### src/rtl/load_bus_arbiter.sv
// load_bus_arbiter: round-robin sharing of the tagged {data, LOAD} load bus between two requesters.
// Optional macro LOAD_TIMEOUT_EN adds a BUSY timeout that aborts a stalled transfer and pulses ERR.
module load_bus_arbiter #(
    parameter int unsigned DW = 32
`ifdef LOAD_TIMEOUT_EN
    ,
    parameter int unsigned TIMEOUT = 15
`endif
) (
    input  logic          CLK,
    input  logic          nRST,
    input  logic          REQ0,
    input  logic [DW-1:0] DATA0,
    output logic          ACK0,
    input  logic          REQ1,
    input  logic [DW-1:0] DATA1,
    output logic          ACK1,
    input  logic          BUSY,
    output logic [DW:0]   BUS_OUT,
    output logic [1:0]    GNT,
    output logic          ERR
);

    typedef struct packed {
        logic [DW-1:0] data;
        logic          load;
    } bus_word_t;

    typedef enum logic {
        IDLE = 1'b0,
        XFER = 1'b1
    } state_t;

`ifdef LOAD_TIMEOUT_EN
    localparam int unsigned CW_RAW = $clog2(TIMEOUT + 1);
    localparam int unsigned CW     = (CW_RAW < 4) ? 4 : CW_RAW;
`endif

    state_t    state_q, state_d;
    bus_word_t bus_q, bus_d;
    logic [1:0] gnt_q, gnt_d;
    logic      last_q, last_d;
    logic      ack0_q, ack0_d;
    logic      ack1_q, ack1_d;
    logic      sel;
    logic      done;
`ifdef LOAD_TIMEOUT_EN
    logic [CW-1:0] cnt_q, cnt_d;
    logic          err_q, err_d;
`endif

    // State and output registers; LAST resets to 1 so requester 0 wins the first tie.
    always_ff @(posedge CLK or negedge nRST) begin
        if (!nRST) begin
            state_q <= IDLE;
            bus_q   <= '0;
            gnt_q   <= 2'b00;
            last_q  <= 1'b1;
            ack0_q  <= 1'b0;
            ack1_q  <= 1'b0;
`ifdef LOAD_TIMEOUT_EN
            cnt_q   <= '0;
            err_q   <= 1'b0;
`endif
        end else begin
            state_q <= state_d;
            bus_q   <= bus_d;
            gnt_q   <= gnt_d;
            last_q  <= last_d;
            ack0_q  <= ack0_d;
            ack1_q  <= ack1_d;
`ifdef LOAD_TIMEOUT_EN
            cnt_q   <= cnt_d;
            err_q   <= err_d;
`endif
        end
    end

    // Next-state logic: arbitrate in IDLE, hold the word in XFER until BUSY drops (or timeout).
    always_comb begin
        state_d = state_q;
        bus_d   = bus_q;
        gnt_d   = gnt_q;
        last_d  = last_q;
        ack0_d  = 1'b0;
        ack1_d  = 1'b0;
        sel     = 1'b0;
        done    = 1'b0;
`ifdef LOAD_TIMEOUT_EN
        cnt_d   = cnt_q;
        err_d   = 1'b0;
`endif
        case (state_q)
            IDLE: begin
                // On a tie, the requester that was not served last wins.
                if (REQ0 && REQ1) begin
                    sel = ~last_q;
                end else begin
                    sel = REQ1;
                end
                if (REQ0 || REQ1) begin
                    bus_d.data = sel ? DATA1 : DATA0;
                    bus_d.load = 1'b1;
                    gnt_d      = sel ? 2'b10 : 2'b01;
                    state_d    = XFER;
`ifdef LOAD_TIMEOUT_EN
                    cnt_d      = '0;
`endif
                end
            end
            XFER: begin
                if (!BUSY) begin
                    done = 1'b1;
`ifdef LOAD_TIMEOUT_EN
                end else if (cnt_q == CW'(TIMEOUT - 1)) begin
                    // This edge is the TIMEOUT-th consecutive BUSY edge: give up on the word.
                    done  = 1'b1;
                    err_d = 1'b1;
                end else begin
                    cnt_d = cnt_q + CW'(1);
`endif
                end
                if (done) begin
                    ack0_d  = gnt_q[0];
                    ack1_d  = gnt_q[1];
                    bus_d   = '0;
                    gnt_d   = 2'b00;
                    last_d  = gnt_q[1];
                    state_d = IDLE;
`ifdef LOAD_TIMEOUT_EN
                    cnt_d   = '0;
`endif
                end
            end
            default: begin
                state_d = IDLE;
            end
        endcase
    end

    assign BUS_OUT = bus_q;
    assign GNT     = gnt_q;
    assign ACK0    = ack0_q;
    assign ACK1    = ack1_q;
`ifdef LOAD_TIMEOUT_EN
    assign ERR     = err_q;
`else
    assign ERR     = 1'b0;
`endif

endmodule

### config.mk
export PLATFORM = sky130hd
export DESIGN_NAME = load_bus_arbiter
export DESIGN_NICKNAME = d
export VERILOG_FILES = /design/src/rtl/load_bus_arbiter.sv
export SDC_FILE = /design/constraint.sdc
export NUM_CORES = 1
export LEC_CHECK = 0
export ABC_AREA = 1
export CORE_ASPECT_RATIO = 0.9
export CORE_MARGIN = 10
export CORE_UTILIZATION = 34
export DETAILED_ROUTE_END_ITERATION = 7
export PLACE_DENSITY = 0.76
export SYNTH_ARGS = -nofsm -noshare
export SYNTH_HDL_FRONTEND = slang
export SYNTH_SLANG_ARGS = --single-unit
### constraint.sdc
create_clock -name CLK -period 1.22 [get_ports CLK]
set_input_delay 0.366 -clock CLK [delete_from_list [all_inputs] [get_ports CLK]]
set_output_delay 0.366 -clock CLK [all_outputs]
set_load 0.02 [all_outputs]
After elaboration in Yosys (flattened, before gate mapping)
Cells that the tools add are included.
- equality and inequality tests: 2
- muxes and demuxes: 19
- bitwise gates (word level): 2
- reductions and logical operators: 4
- operators by type and width (kind ; number):
    $mux W33 ; 2
    $pmux W33 S2 ; 1
    $mux W32 ; 1
    $mux W1 ; 10
    $mux W2 ; 3
    $pmux W2 S2 ; 1
    $reduce_and A2 Y1 ; 2
    $ne A2 B1 Y1 const B ; 1
    $ne A2 B2 Y1 const B ; 1
    $not A1 Y1 ; 2
    $pmux W1 S2 ; 1
    $logic_and A1 B1 Y1 ; 1
    $logic_or A1 B1 Y1 ; 1
- register bits after elaboration: 39
- input port bits: 69
- output and inout port bits: 38
- logic and storage cells: 34

Depth between registers and ports, before layout
Gate-level depths: netlist of the first run.
- word-level depth: 6
- mapped depth: 7

Least setup slack after synthesis of the first run
Ideal clock, no wire load.
- path type: input to register
- start: input port REQ1
- end: register bus_q, in the netlist BUS_OUT[2]
- setup time: 0.068 ns
- data arrival time: 1.197 ns
- slack: -0.046 ns
- cell stages on the path: 7
- path through: buf_2 -> nor2_2 -> nor2_1 -> nor2_2 -> buf_4 -> nand2_1 -> nand3_1
- longest elaborated chain between the ends: 6
- ends and longest elaborated chain (what ; RTL line ; text):
    start: declaration ; 15 ; input logic REQ1,
    $logic_and A1 B1 Y1 ; 96 ; if (REQ0 && REQ1) begin
    $mux W1 ; 96 ;
    $mux W1 ; 93 ; case (state_q)
    $mux W32 ; 102 ; bus_d.data = sel ? DATA1 : DATA0;
    $mux W33 ; 101 ; if (REQ0 || REQ1) begin
    $pmux W33 S2 ; 93 ;
    end signal: assignment ; 67 ; bus_q <= bus_d;
    end: declaration ; 40 ; bus_word_t bus_q, bus_d;
Parallel ways exist; a longest one is shown, timed or not. The select of a mux whose other input is x is not followed.
A chain may end at the register's enable or synchronous reset.

Final worst setup path of the first run
- start: register state_q
- end: register bus_q, in the netlist BUS_OUT[14]
- longest elaborated chain between the ends: 3
- ends and longest elaborated chain (what ; RTL line ; text):
    start: declaration ; 39 ; state_t state_q, state_d;
    start signal: assignment ; 66 ; state_q <= state_d;
    $not A1 Y1 ; -- ;
    $ne A2 B2 Y1 (no source line) ; -- ;
    $reduce_and A2 Y1 (no source line) ; -- ;
Parallel ways exist; a longest one is shown, timed or not.

==> results of run 1 <==
## layer usage
metal  global-route usage, %  vias to the layer above  wire (µm)
met1                    17.5                     1046       3130
met2                    26.1                      102       3900
met5                       0                        -          0
met3                    5.51                        8        631
li1                        -                     1093          -
met4                    4.53                        0         83
## cell families after synthesis
family                 Yosys count
other                            1
AOI/OAI and AO/OA                5
buffers and inverters           21
and+or+nand+nor                168
DFF                             39
## cell type report
cell class	instances	area, µm²	area share, %
repair buffers	164	1700	45.2
flip-flops and latches	39	977	26.0
multi-input cells	176	891	23.7
well taps	67	83.8	2.23
clock buffers	6	72.6	1.93
inverters	4	20.0	0.533
clock inverters	2	12.5	0.333
## worst max-delay path: cells and delay by family (launching register included)
| family | cells | cell delay, ns |
|---|---|---|
| buf+inv | 3 | 0.44 |
| simple gates | 4 | 0.27 |
| flops | 1 | 0.41 |
## sequential cells by signal (all words and copies together) (netlist names)
name and flops:
BUS_OUT 33, ACK0 1, GNT 2, state_q 1, last_q 1, ACK1 1
## through the flow
stage,utilization (%),instances,cell area (µm²)
detailed placement,59.4,415,3160
global placement,59.4,415,3160
finish,70.6,458,3750
global route,70.6,458,3750
floorplan,-,234,1900
CTS,61.4,435,3270
## cells in the final DEF (no fill, tap or decap), drive strengths merged
master / instances
clkdlybuf4s15: 1
dfstp: 1
conb: 1
dlygate4sd3: 1
clkbuf: 9
buf: 93
clkinvlp: 1
nand2: 92
clkinv: 2
nand4: 13
nand3: 57
dlygate4sd2: 2
inv: 3
o22ai: 1
o21ai: 3
a21oi: 1
dfrtp: 38
clkdlybuf4s50: 64
nor2: 8
## synthesized netlist by cell type (2+ instances only)
master / number
nor2_2: 2
dfrtp_1: 38
nor2_1: 4
nand3_1: 57
o21ai_0: 2
buf_4: 5
nand4_1: 13
nand2_1: 89
clkbuf_1: 3
inv_1: 3
buf_2: 9
nand2_2: 2
## what timing repair did
action | CTS | global route
setup endpoints to repair | 72 | 70
buffers inserted | 9 | 21
pin swaps | 6 | 5
resized for setup | 185 | 70
hold buffers | 1 | 0
endpoints found under the hold margin | 11 | 0
gates cloned | 2 | 3
## power breakdown
part	total, mW	switching, mW	internal [mW]
Sequential	1.68	0.166	1.52
Combinational	2.08	0.948	1.13
Clock	0.874	0.474	0.400
Total	4.63	1.59	3.05
## path summary, 6_finish.rpt
path,start,end,cells after the start
max,state_q,BUS_OUT[14],7
min,BUS_OUT[27],BUS_OUT[27],2
max reg2reg,state_q,BUS_OUT[14],7
min reg2reg,BUS_OUT[27],BUS_OUT[27],2
max in group asynchronous,nRST,BUS_OUT[1],3
min in group asynchronous,nRST,BUS_OUT[0],2
==> metrics, run 1 <==
run status complete, but fails checks; failing checks setup timing; DRC errors left 0; CP endpoint kind flip-flop; vias per std cell 4.91; hold crit path type reg2reg; fraction of layout cells with a size suffix above 1 32.5%; Post-Synth Adder-Cell Area 0%; routed vias 2249; Final min period 1.24 ns; clk buf depth 2; mux cell area share after synthesis 0%; Die Ht 90.5 µm; drt pass-1 iters 4; maxcap violations 0; number of fill cells 417; first-pass GRT wire length 11200 µm; simple-gate share of the synthesized area 40.0%; CTS tree built; vias in the first global route 2206; H-tree lvl count 2; Initial Utilization 35.3%; Post-Syn Nets 303; CTS clk-pin slew, worst paths 0.08 ns; WP data required 1.40 ns; Post-synth EDFFs 0; Clock Skew 0.00759 ns; Crit path largest cell delay 0.41 ns; largest net degree at the start of global routing 21; reg-to-reg setup timing slack -0.02 ns; Fin. Hold Viols 0; initial antenna violation count 0; DPL Wire Length 5110 µm; Synth Area in XOR/XNOR 0%; CP Max Fanout 6; Antenna Nets Post-Route 0; DRT iter0 DRCs 101; CORE AREA 5320 µm²; Pwr per Cell Area 1230 nW/µm²; Syn Inst Count 234; LEAKAGE 1.86 nW; post-synthesis to final-layout area growth 99.7%; WS Path Type reg2reg; final setup fails 14; Placer Congestion 0.760; IO Pins 107; Ys Warns 0; Clk Latency, worst-skew pair 0.30 ns; CP arrival 1.43 ns; FP Rows 25; Synth cell types 19; sequential share of the synthesized area 52.0%; Compound-Gate Fraction of Synth Area 2.00%; Worst path slowest cell dfrtp_1; clk sink count 39; flops & latches, synth 39; Post-Route WL 7750 µm; crit-path cells buf_4 > nor2_4 > buf_12 > nor2_4 > buf_4 > nand2_1 > nand2_1; Place WS -0.634 ns; final-layout setup total negative slack -0.0840 ns; ant diodes 0; CP Launch Type flip-flop; final net count 459; Slew Viols, Final 0; CTS buffer count 5; part of the cycle the worst path needs 102%; share of the synthesized area in the top cell type 50.6%; fmax 804 MHz; post-synth top area cell dfrtp_1; Top FF cell, synth dfrtp_1; largest family of logic cells by synthesized area simple AND/OR/NAND/NOR gates; async set-reset flop share out of synthesis 100%; PnR worst setup slack -0.0230 ns; Final Power 4.63 mW; full die area 8900 µm²; largest cells by area after synthesis dfrtp_1 (51%), nand2_1 (18%), nand3_1 (15%); GRT overflow 0; syn_area_per_cell 8.03 µm²; Die Width 98.4 µm; Post-Syn Area 1880 µm²; DR WL/cell 16.9 µm; PortBufs 105; Worst VDD drop 837 µV; clk root buf clkbuf_8; GRT Total Usage 15.3%; unrepaired setup endpoints after global routing true; Min Hold Slack 0.485 ns
Note: power is estimated with default switching activity, not from simulation.
==> inputs of run 2 (changes only) <==
--- a/config.mk
+++ b/config.mk
@@ -9,6 +9,7 @@
 export CORE_ASPECT_RATIO = 0.9
 export CORE_MARGIN = 10
 export CORE_UTILIZATION = 34
+export CTS_CLUSTER_DIAMETER = 60
 export DETAILED_ROUTE_END_ITERATION = 7
 export PLACE_DENSITY = 0.76
 export SYNTH_ARGS = -nofsm -noshare
==> results of run 2 <==
No change in the layout: final DEF, timing and power equal those of run 1.
